`src/rtl/periph_reset_seq_pkg.sv`:
```
// -----------------------------------------------------------------------------
// periph_reset_seq_pkg
// Shared definitions for the staggered peripheral reset sequencer:
//   - sequencer state encoding
//   - CSR register offsets relative to BASE_ADDR
//   - CTRL/STATUS bit positions
// No ports (package).
// -----------------------------------------------------------------------------
package periph_reset_seq_pkg;

   typedef enum logic [1:0] {
      ST_IDLE = 2'd0,
      ST_WAIT = 2'd1,
      ST_DONE = 2'd2
   } state_t;

   // Register offsets from BASE_ADDR.
   localparam logic [4:0] REG_CTRL   = 5'd0;
   localparam logic [4:0] REG_DELAY  = 5'd1;
   localparam logic [4:0] REG_ENABLE = 5'd2;

   // CTRL write bits (self-clearing command strobes).
   localparam int CTRL_START    = 0;
   localparam int CTRL_ABORT    = 1;
   // STATUS read bits.
   localparam int CTRL_BUSY     = 0;
   localparam int CTRL_DONE     = 1;
   localparam int CTRL_MASK_LSB = 4;

   // Channel index width; enough for the maximum of four channels.
   localparam int IDX_W = 2;

   // Absolute CSR address of a register; wraps within the 5-bit space.
   function automatic logic [4:0] reg_addr(input logic [4:0] base,
                                           input logic [4:0] offset);
      return base + offset;
   endfunction

endpackage

```
`src/rtl/periph_reset_seq_delay_counter.sv`:
```
// -----------------------------------------------------------------------------
// seq_delay_counter
// Loadable down-counter that paces the gap between channel releases.
// Load has priority over decrement; the counter parks at zero.
// Ports:
//   clk        in  clock
//   rst_n      in  synchronous active-low reset (count -> 0)
//   load       in  load load_value this cycle
//   load_value in  value to load (DELAY register)
//   dec        in  decrement enable (tick-qualified by the caller)
//   count      out current count
//   zero       out count == 0
// -----------------------------------------------------------------------------
module seq_delay_counter #(
   parameter int DELAY_WIDTH = 8
) (
   input  logic                   clk,
   input  logic                   rst_n,
   input  logic                   load,
   input  logic [DELAY_WIDTH-1:0] load_value,
   input  logic                   dec,
   output logic [DELAY_WIDTH-1:0] count,
   output logic                   zero
);

   assign zero = (count == '0);

   // NOTE: state registers use non-blocking (<=) so every flop samples the
   // pre-edge values; blocking here would create order-dependent races.
   always_ff @(posedge clk) begin
      if (!rst_n) begin
         count <= '0;
      end else if (load) begin
         count <= load_value;
      end else if (dec && !zero) begin
         count <= count - 1'b1;
      end
   end

endmodule

```
`src/rtl/periph_reset_seq.sv`:
```
// -----------------------------------------------------------------------------
// periph_reset_seq
// Staggered peripheral reset sequencer on the local CSR bus. After a start
// request it releases up to NUM_CHANNELS reset lines one at a time, in index
// order, waiting DELAY+1 ce ticks before each release.
// Ports:
//   clk      in  clock
//   rst_n    in  synchronous active-low reset
//   ce       in  tick enable (one-clk pulse, typically 32 kHz)
//   csr_a    in  CSR address
//   csr_di   in  CSR write data
//   csr_we   in  CSR write strobe
//   csr_do   out CSR read data, 0 when not addressed (OR-combinable)
//   start    in  start pulse
//   abort    in  abort pulse, returns every channel to reset
//   hold     in  per-channel keep-in-reset, ORed after the register
//   rst_out  out active-high channel resets
//   busy     out sequence running
//   done     out every channel processed
// -----------------------------------------------------------------------------
module periph_reset_seq
   import periph_reset_seq_pkg::*;
#(
   parameter logic [4:0]             BASE_ADDR    = 5'h1d,
   parameter int                     NUM_CHANNELS = 4,
   parameter int                     DELAY_WIDTH  = 8,
   parameter logic [DELAY_WIDTH-1:0] DFL_DELAY    = DELAY_WIDTH'(8'h20)
) (
   input  logic                    clk,
   input  logic                    rst_n,
   input  logic                    ce,
   input  logic [4:0]              csr_a,
   input  logic [7:0]              csr_di,
   input  logic                    csr_we,
   output logic [7:0]              csr_do,
   input  logic                    start,
   input  logic                    abort,
   input  logic [NUM_CHANNELS-1:0] hold,
   output logic [NUM_CHANNELS-1:0] rst_out,
   output logic                    busy,
   output logic                    done
);

   localparam logic [4:0]       ADDR_CTRL   = reg_addr(BASE_ADDR, REG_CTRL);
   localparam logic [4:0]       ADDR_DELAY  = reg_addr(BASE_ADDR, REG_DELAY);
   localparam logic [4:0]       ADDR_ENABLE = reg_addr(BASE_ADDR, REG_ENABLE);
   localparam logic [IDX_W-1:0] LAST_IDX    = IDX_W'(NUM_CHANNELS - 1);

   state_t                  state, state_nxt;
   logic [IDX_W-1:0]        idx, idx_nxt;
   logic [NUM_CHANNELS-1:0] released, released_nxt;
   logic [NUM_CHANNELS-1:0] enable;
   logic [DELAY_WIDTH-1:0]  delay;

   logic                    cnt_load;
   logic                    cnt_dec;
   logic                    cnt_zero;
   logic [DELAY_WIDTH-1:0]  cnt_value;

   logic                    sel_ctrl, sel_delay, sel_enable;
   logic                    start_req, abort_req;

   // ---------------------------------------------------------------------
   // CSR decode and command strobes
   // ---------------------------------------------------------------------
   assign sel_ctrl   = (csr_a == ADDR_CTRL);
   assign sel_delay  = (csr_a == ADDR_DELAY);
   assign sel_enable = (csr_a == ADDR_ENABLE);

   // CTRL command bits are never stored, so they self-clear by construction.
   assign start_req = start | (csr_we & sel_ctrl & csr_di[CTRL_START]);
   assign abort_req = abort | (csr_we & sel_ctrl & csr_di[CTRL_ABORT]);

   always_ff @(posedge clk) begin
      if (!rst_n) begin
         delay  <= DFL_DELAY;
         enable <= '1;
      end else if (csr_we) begin
         if (sel_delay)  delay  <= csr_di[DELAY_WIDTH-1:0];
         if (sel_enable) enable <= csr_di[NUM_CHANNELS-1:0];
      end
   end

   always_comb begin
      csr_do = '0;
      if (sel_ctrl) begin
         csr_do[CTRL_BUSY]           = busy;
         csr_do[CTRL_DONE]           = done;
         csr_do[CTRL_MASK_LSB +: 4]  = 4'(released);
      end else if (sel_delay) begin
         csr_do = 8'(delay);
      end else if (sel_enable) begin
         csr_do = 8'(enable);
      end
   end

   // ---------------------------------------------------------------------
   // Inter-release delay counter
   // ---------------------------------------------------------------------
   assign cnt_dec = ce & (state == ST_WAIT);

   seq_delay_counter #(
      .DELAY_WIDTH (DELAY_WIDTH)
   ) u_delay_counter (
      .clk        (clk),
      .rst_n      (rst_n),
      .load       (cnt_load),
      .load_value (delay),
      .dec        (cnt_dec),
      .count      (cnt_value),
      .zero       (cnt_zero)
   );

   // ---------------------------------------------------------------------
   // Sequencer FSM: state, channel index and released mask
   // ---------------------------------------------------------------------
   always_ff @(posedge clk) begin
      if (!rst_n) begin
         state    <= ST_IDLE;
         idx      <= '0;
         released <= '0;
      end else begin
         state    <= state_nxt;
         idx      <= idx_nxt;
         released <= released_nxt;
      end
   end

   // NOTE: every output of this block gets a default first, so no path can
   // leave a value unassigned and infer a latch.
   always_comb begin
      state_nxt    = state;
      idx_nxt      = idx;
      released_nxt = released;
      cnt_load     = 1'b0;

      if (abort_req) begin
         // Abort beats a simultaneous start.
         state_nxt    = ST_IDLE;
         idx_nxt      = '0;
         released_nxt = '0;
      end else begin
         unique case (state)
            ST_IDLE, ST_DONE: begin
               if (start_req) begin
                  state_nxt    = ST_WAIT;
                  idx_nxt      = '0;
                  released_nxt = '0;
                  cnt_load     = 1'b1;
               end
            end
            ST_WAIT: begin
               // Start requests are ignored while a sequence runs.
               if (ce && cnt_zero) begin
                  // ENABLE is sampled only when the channel is reached.
                  if (enable[idx]) released_nxt[idx] = 1'b1;
                  if (idx == LAST_IDX) begin
                     state_nxt = ST_DONE;
                  end else begin
                     idx_nxt  = idx + 1'b1;
                     cnt_load = 1'b1;
                  end
               end
            end
            default: begin
               state_nxt    = ST_IDLE;
               idx_nxt      = '0;
               released_nxt = '0;
            end
         endcase
      end
   end

   // ---------------------------------------------------------------------
   // Outputs
   // ---------------------------------------------------------------------
   assign busy    = (state == ST_WAIT);
   assign done    = (state == ST_DONE);
   // hold acts after the register so it never disturbs the sequence.
   assign rst_out = ~released | hold;

endmodule

```
`config.mk`:
```
export PLATFORM = sky130hd
export DESIGN_NAME = periph_reset_seq
export DESIGN_NICKNAME = d
export VERILOG_FILES = /design/src/rtl/periph_reset_seq_pkg.sv /design/src/rtl/periph_reset_seq_delay_counter.sv /design/src/rtl/periph_reset_seq.sv
export SDC_FILE = /design/constraint.sdc
export NUM_CORES = 1
export LEC_CHECK = 0
export CELL_PAD_IN_SITES_DETAIL_PLACEMENT = 1
export CELL_PAD_IN_SITES_GLOBAL_PLACEMENT = 2
export CORE_ASPECT_RATIO = 0.9
export CORE_MARGIN = 1
export CORE_UTILIZATION = 33
export CTS_CLUSTER_SIZE = 24
export DETAILED_ROUTE_END_ITERATION = 8
export GPL_ROUTABILITY_DRIVEN = 0
export PLACE_DENSITY_LB_ADDON = 0.1
export SYNTH_ARGS = -nofsm -noshare
export SYNTH_HDL_FRONTEND = slang
export SYNTH_SLANG_ARGS = --single-unit
```
`constraint.sdc`:
```
create_clock -name clk -period 4.3 [get_ports clk]
set_clock_uncertainty 0.05 [all_clocks]
set_input_delay 1.075 -clock clk [delete_from_list [all_inputs] [get_ports clk]]
set_output_delay 1.075 -clock clk [all_outputs]
set_load 0.005 [all_outputs]
```
### After elaboration in Yosys (flattened, before gate mapping)

Index checks and enable logic that the tools add are counted.

* bits in registers: 28
* output and inout bits: 14

* reduce and logical (&&, ||, !) cells: 14
* eq/ne operators: 11
* mux-type cells: 28
* add/sub/neg operators: 2
* bitwise operators: 10
* order comparisons: 2

Operators with widths (count)
* 2-to-1 mux 8 bit: 3
* 2-to-1 mux 4 bit: 5
* 2-to-1 mux 2 bit: 8
* == test 5 bit (second input constant): 3
* AND reduction 3 bit: 3
* logical NOT 8 bit: 1
* OR 4 bit: 2
* case mux 2 bit (2 select lines): 2
* case mux 4 bit (2 select lines): 1
* subtractor 8 x 1 -> 8 bit (second input constant): 1
* 2-to-1 mux 1 bit: 6
* != test 2 x 1 -> 1 bit (second input constant): 3
* bitwise AND 1 bit: 4
* == test 2 bit (second input constant): 2
* != test 2 bit (second input constant): 2
* inverter 4 bit: 1
* AND reduction 2 bit: 2
* OR reduction 2 bit: 2
* logical AND 1 bit: 3
* less-than comparator 2 x 3 -> 1 bit (second input constant): 1
* adder 2 x 1 -> 2 bit (second input constant): 1
* binary-select mux 1 bit (select 2 bit): 1
* demux 1 bit (select 2 bit): 1
* == test 2 x 1 -> 1 bit (second input constant): 1
* other kinds (7): 8

### Depth between registers and ports, before layout

Gate-level depths: netlist of the first run.

* depth in word-level cells: 8
* mapped depth: 6
* depth with buffers taken out: 6

### Hierarchy

A second synthesis of the first run with hierarchy kept.

* cells, all modules: 190
* area total of the unflattened synthesis: 1655.3 µm²

By module, submodules not included
* periph_reset_seq: area an instance 1147.4 µm², times used 1, cells each 132, sequential area each 400.4 µm²
* seq_delay_counter: area an instance 508.0 µm², times used 1, cells each 58, sequential area each 160.2 µm²

### Worst setup path after synthesis of the first run

OpenSTA, ideal clock, no wires.

* path type: input-to-output
* start: input port csr_a[4]
* end: output port csr_do[1]
* cell stages on the path: 3
* path slack: 1.472 ns
* arrival: 1.703 ns
* required time: 3.175 ns
* path buffers: 0
* cell sequence: and4b_1 -> a22o_1 -> a22o_1

* cells in the longest elaborated chain, start to end: 4

RTL lines
* start: declaration: line periph_reset_seq.sv:32 `input logic [4:0] csr_a,`
* == test 5 bit: line periph_reset_seq.sv:68 `assign sel_enable = (csr_a == ADDR_ENABLE);`
* 2-to-1 mux 4 bit: line periph_reset_seq.sv:92 `end else if (sel_enable) begin`
* 2-to-1 mux 8 bit: line periph_reset_seq.sv:90 `end else if (sel_delay) begin`
* 2-to-1 mux 2 bit (*): line periph_reset_seq.sv:86 `if (sel_ctrl) begin`
* end: declaration: line periph_reset_seq.sv:35 `output logic [7:0] csr_do,`

Mark *: on every way between the ends. The rest lies on a longest branch, timed or not.

### Worst setup path in the final report of the first run

* start: input port csr_a[3]
* end: output port csr_do[4]

* cells in the longest elaborated chain, start to end: 3

RTL lines
* == test 5 bit: line periph_reset_seq.sv:67 `assign sel_delay = (csr_a == ADDR_DELAY);`
* 2-to-1 mux 8 bit: line periph_reset_seq.sv:90
* 2-to-1 mux 4 bit (*): line periph_reset_seq.sv:86

Marks and branches as above.

==> results of run 1 <==
## metrics by stage
step / instances / instance area, um2 / setup slack [ns] / hold slack [ns]
after global placement: 287 / 2150 / 0.398 / 0.436
after floorplan: 189 / 1720 / 1.47 / 0.400
final: 291 / 2210 / 0.296 / 0.469
after CTS: 291 / 2210 / 0.279 / 0.476
after global routing: 291 / 2210 / 0.201 / 0.501
after detailed placement: 287 / 2150 / 0.282 / 0.461
## sequential cells by signal, indices dropped and copies added (netlist names)
signal                 count
released                   4
u_delay_counter.count      8
state                      2
delay                      8
enable                     4
idx                        2
## cell usage after synthesis, types with 2 or more instances
cell	number	area, um2
nand3_1	3	15.0
o31ai_1	2	15.0
nand2_1	17	63.8
a211oi_1	4	30.0
o21ai_0	8	40.0
ha_1	6	75.1
nand4_1	3	18.8
a21oi_1	8	40.0
and4b_1	2	20.0
and3_1	2	12.5
inv_1	9	33.8
a31o_2	2	17.5
nand2b_1	5	31.3
a22o_1	7	61.3
a32oi_1	2	17.5
a211o_2	2	20.0
nor2_1	14	52.6
clkbuf_1	3	11.3
nand4b_1	2	17.5
mux2i_1	19	190
nor2b_1	3	18.8
dfxtp_1	28	561
nor3_1	2	10.0
and2_2	2	15.0
## final timing paths
kind | startpoint | to | slack [ns] | cells past startpoint
worst min register to register | released[1] | released[1] | 0.47 | 2
worst max-delay path | csr_a[3] | csr_do[4] | 0.30 | 5
worst max register to register | u_delay_counter.count[0] | u_delay_counter.count[3] | 2.22 | 6
worst min-delay path | released[1] | released[1] | 0.47 | 2
## logic make-up after synthesis
| kind of cell | share of synthesized area |
|---|---|
| simple gates | 0.239 |
| compound gates | 0.223 |
| flops | 0.327 |
| mux | 0.124 |
| buf+inv | 0.0386 |
| fa+ha+maj | 0.0438 |
| xor+xnor | 0.00511 |
## metal layers
metal  vias to the layer above  global-route usage  wire length, um
li1                        779                   -                -
met1                       747               0.239             2520
met2                        34               0.332             2300
met3                         5              0.0275              188
met4                         0              0.0247               30
met5                         -                   0                0
## power by group through the flow
stage                     registers, mW  clock network, mW  logic, mW
after floorplan                   0.275                  0     0.0553
after global placement            0.276                  0     0.0954
after detailed placement          0.276                  0     0.0983
after CTS                         0.270              0.176     0.0986
after global routing              0.271              0.185      0.106
final                             0.270              0.169     0.0980
## final cells by class
cell class | count | area, um2
Timing Repair Buffer | 39 | 383
Inverter | 10 | 37.5
Clock buffer | 4 | 55.1
Sequential cell | 28 | 561
Fill cell | 597 | 2720
Multi-Input combinational cell | 145 | 1090
Tap cell | 65 | 81.3
## worst max-delay path, stage by stage
cell	delay, ns
clkdlybuf4s50_1	0.52
nand4_1	0.22
nor2_1	0.35
a22o_1	0.21
clkdlybuf4s50_1	0.50
==> summary.txt, run 1 <==
Max Fclk: 250 MHz
Setup Fix Bufs, Post-CTS: 0
crit path max fanout: 6
largest net degree at the start of global routing: 19
Post-synth EDFFs: 0
max_cap viols: 0
RSZ-0062 raised after global routing: false
Clk Latency, worst-skew pair: 0.28 ns
root buf cell: clkbuf_8
Final Hold Fails: 0
CTS tree: yes
Syn Inst Count: 189
commonest non-fill, non-tap cells in the layout: clkdlybuf4s50_1, dfxtp_1, mux2i_1
Slew @ Worst Pin: 0.811 ns
share of layout cells above drive strength 1: 0.115
Die Footprint: 5490 um2
fin. max-slew vios: 0
H-tree depth: 1
vias: 1565
Row Count: 24
vias per cell: 5.38
GRT Resource Usage Total: 0.185
Sw Share: 0.269
status: finished, final reports clean
Final HPWL DP: 3.96 mm
Mean Syn Cell Area: 9.08 um2
syn_nets: 218
vias in the first global route: 1591
Tmin final: 4.00 ns
nets@finish: 256
Initial Util: 0.348
Cell Pwr Density: 243 nW/um2
Net Switching: 144 uW
first-pass iteration count of the detailed router: 4
fin crit share: 0.931
WP data required: 3.17 ns
final WL: 5.04 mm
Worst-path clk slew: 0.10 ns
clk buf depth: 2
Most used DFF post-synth: dfxtp_1
Remaining DRCs: 0
Area Growth Syn to Fin: 28.6%
startpoint types: primary input
initial antenna violation count: 0
Hold Path Class: flip-flop to flip-flop
first-pass GRT wire length: 7.94 mm
commonest non-fill, non-tap cell in the layout: clkdlybuf4s50_1
Max VDD drop: 115 uV
port buffer count: 36
CTS Hold Bufs: 0
global route overflow: 0
post_cts resized: 0
Inserted Diodes: 0
synth warn: 0
final setup violation count: 0
Internal Pwr Total: 392 uW
post-synthesis async set-or-reset flop share: 0
register share of total power: 0.503
1st-iter DRT viols: 75
Yosys cell types: 58
Comb power frac: 0.183
Worst slew margin: 0.456
Seq/Total Area, Yosys: 0.327
#FFs+latches synth: 28
I/O pins: 37
setup TNS: 0 ns
Setup Crit Path Kind: primary input to primary output
CP Capture Type: primary output
Util after Layout: 0.448
clock sink count: 28
Die W: 78 um
clock share of power: 0.314
Worst EP arrival: 2.88 ns
DR WL/cell: 17.3 um
Die Span Y: 70.4 um
Routed Antenna Nets: 0
post-synthesis cell area: 1720 um2
Pleak: 0.765 nW
post-layout total power: 537 uW
total CTS buffers: 3
CORE AREA: 4920 um2
(Power assumes the default switching activity.)
==> run 2: changes to the inputs <==
--- a/config.mk
+++ b/config.mk
@@ -9,11 +9,12 @@
 export CELL_PAD_IN_SITES_GLOBAL_PLACEMENT = 2
 export CORE_ASPECT_RATIO = 0.9
 export CORE_MARGIN = 1
-export CORE_UTILIZATION = 33
+export CORE_UTILIZATION = 32
 export CTS_CLUSTER_SIZE = 24
 export DETAILED_ROUTE_END_ITERATION = 8
 export GPL_ROUTABILITY_DRIVEN = 0
 export PLACE_DENSITY_LB_ADDON = 0.1
 export SYNTH_ARGS = -nofsm -noshare
 export SYNTH_HDL_FRONTEND = slang
+export SYNTH_HIERARCHICAL = 1
 export SYNTH_SLANG_ARGS = --single-unit
==> run 2 against run 1 <==
Final cell count fell by 1.0%. Largest cell class unchanged. Synthesized cell count grew 0.53%. Power increased by 9.2%. Highest routed layer unchanged. Critical endpoint is now csr_do[5]. Critical path depth unchanged. Via count fell by 5.1%. Register-to-register slack worse by 1.2 ns.
==> summary.txt, run 2 <==
Post-synth EDFFs: 0 (unchanged)
Clk Latency, worst-skew pair: 0.28 ns (about the same)
first-pass GRT wire length: 7.60 mm (-4.3%)
H-tree depth: 1 (unchanged)
Worst EP arrival: 2.87 ns (about the same)
Worst slew margin: 0.479 (+0.0232)
Final Hold Fails: 0 (unchanged)
Die Footprint: 5460 um2 (-0.48%)
vias: 1485 (-5.1%)
setup TNS: 0 ns (unchanged)
nets@finish: 253 (-1.2%)
port buffer count: 36 (unchanged)
Worst-path clk slew: 0.10 ns (about the same)
Die Span Y: 70.2 um (-0.24%)
Seq/Total Area, Yosys: 0.339 (+0.0119)
CP Capture Type: primary output
Final HPWL DP: 3.70 mm (-6.5%)
Row Count: 24 (unchanged)
Max Fclk: 250 MHz (+0.17%)
cell taking the most area after synthesis: dfxtp_1
first-pass iteration count of the detailed router: 4 (unchanged)
clk buf depth: 2 (unchanged)
WP data required: 3.17 ns (about the same)
Remaining DRCs: 0 (unchanged)
total CTS buffers: 3 (unchanged)
#FFs+latches synth: 28 (unchanged)
CORE AREA: 4890 um2 (-0.61%)
post-synthesis cell area: 1660 um2 (-3.5%)
Setup Crit Path Kind: primary input to primary output
Hold WS: 0.426 ns (-0.0430 ns)
syn_nets: 219 (+0.46%)
clock sink count: 28 (unchanged)
crit path max fanout: 9 (+3)
Sw Share: 0.250 (-0.0191)
synth warn: 6 (+6)
largest cells by area after synthesis: dfxtp_1, mux2i_1, ha_1
Yosys cell types: 45 (-22%)
GRT Resource Usage Total: 0.179 (-0.00610)
1st-iter DRT viols: 59 (-21%)
vias in the first global route: 1531 (-3.8%)
Routed Antenna Nets: 0 (unchanged)
Hold Path Class: flip-flop to flip-flop
Inserted Diodes: 0 (unchanged)
FF+latch area: 561 um2 (unchanged)
vias per cell: 5.16 (-4.1%)
CTS Hold Bufs: 0 (unchanged)
commonest cells in the netlist: dfxtp_1, nor2_1, mux2i_1
Area Growth Syn to Fin: 28.2%
FILL cells: 575 (-3.7%)
fin. max-slew vios: 0 (unchanged)
initial antenna violation count: 0 (unchanged)
Pleak: 0.711 nW (-7.0%)
final setup violation count: 0 (unchanged)
DR WL/cell: 16.0 um (-7.6%)
post_cts resized: 0 (unchanged)
clock share of power: 0.364 (+0.050)
Setup Fix Bufs, Post-CTS: 0 (unchanged)
post-synthesis async set-or-reset flop share: 0 (unchanged)
share of layout cells above drive strength 1: 0.0673 (-0.0478)
startpoint types: primary input
Mean Syn Cell Area: 8.71 um2 (-4.0%)
register share of total power: 0.467 (-0.036)
Internal Pwr Total: 440 uW (+12%)
RSZ-0062 raised after global routing: false
Util after Layout: 0.434 (-0.0144)
area of the multi-input gates: 1010 um2 (-7.1%)
global route overflow: 0 (unchanged)
Die W: 77.8 um (-0.24%)
commonest non-fill, non-tap cell in the layout: clkdlybuf4s50_1
Most used DFF post-synth: dfxtp_1
CTS tree: yes
status: finished, final reports clean
biggest regs: delay: 8 flops, u_delay_counter/count: 8 flops
DP Cell Count: 284 (-1.0%)
post-layout total power: 587 uW (+9.2%)
fin crit share: 0.930 (-0.00162)
fin cells: 288 (-1.0%)
Initial Util: 0.338 (-0.0101)
Slew @ Worst Pin: 0.779 ns (-0.0324 ns)
Cell Pwr Density: 276 nW/um2 (+14%)
area fraction of the dominant cell type after synthesis: 0.339 (+0.0119)
Max VDD drop: 160 uV (+39%)
commonest non-fill, non-tap cells in the layout: clkdlybuf4s50_1, dfxtp_1, nor2_1
final WL: 4.61 mm (-8.5%)
top-count cell post-synth: dfxtp_1
Net Switching: 147 uW (+1.5%)
Tmin final: 4.00 ns (-0.00697 ns)
Syn Inst Count: 190 (+0.53%)
root buf cell: clkbuf_8
max_cap viols: 0 (unchanged)
Comb power frac: 0.169 (-0.014)
I/O pins: 37 (unchanged)
largest net degree at the start of global routing: 25 (+6)
run 2: cell count changes after synthesis, sizes merged, moves of 3 or more:
cell	before	now
a22o	7	0
buf	2	5
or4	0	4
nand2	17	11
a21oi	10	6
nor2	14	18
mux2i	19	13
nor2b	3	10
a22oi	1	6
nand3	3	8
run 2: metrics by stage:
step	cell area [um2]	setup WS, ns
6_report	2120	0.303
5_1_grt	2120	0.216
4_1_cts	2120	0.305
3_5_place_dp	2050	0.302
3_3_place_gp	2050	0.382
2_1_floorplan	1660	1.45
run 2: path summary, 6_finish.rpt:
path	startpoint	end	slack (ns)	cells past startpoint
worst max-delay path	csr_a[0]	csr_do[5]	0.30	5
worst min-delay path	state[1]	state[1]	0.43	2
worst max register to register	u_delay_counter/count[2]	u_delay_counter/count[3]	1.00	8
worst min register to register	state[1]	state[1]	0.43	2
run 2: power groups by stage:
stage          combinational [mW]  clock [mW]  sequential (mW)
6_report                   0.0992       0.214            0.274
5_1_grt                     0.109       0.231            0.275
4_1_cts                    0.0997       0.219            0.274
3_5_place_dp               0.0992           0            0.280
3_3_place_gp               0.0967           0            0.279
2_1_floorplan              0.0600           0            0.277
run 2: final cells by class:
type                       instances  share of cell area
clock inverter                     1              0.0142
clock buffer                       3              0.0195
inverter                          10              0.0177
timing repair buffer              36               0.170
tap                               65              0.0383
sequential                        28               0.264
multi-input combinational        145               0.476
run 2: worst max-delay path, cell delays in order:
cell             delay (ns)
clkdlybuf4s50_1        0.67
nor2b_4                0.36
a22oi_1                0.14
nor2_1                 0.12
clkdlybuf4s50_1        0.51
run 2: layer usage:
layer | routed length (um) | global-route usage
met1 | 2130 | 0.223
met4 | 31 | 0.0377
met3 | 107 | 0.0405
met2 | 2330 | 0.314
met5 | 0 | 0
run 2: logic make-up after synthesis:
logic type      Yosys count  share of synthesized area
compound gates           43                      0.197
flops                    28                      0.339
simple gates             78                      0.261
xor+xnor                  3                     0.0159
mux                      15                     0.0922
fa+ha+maj                 6                     0.0454
buf+inv                  17                     0.0506
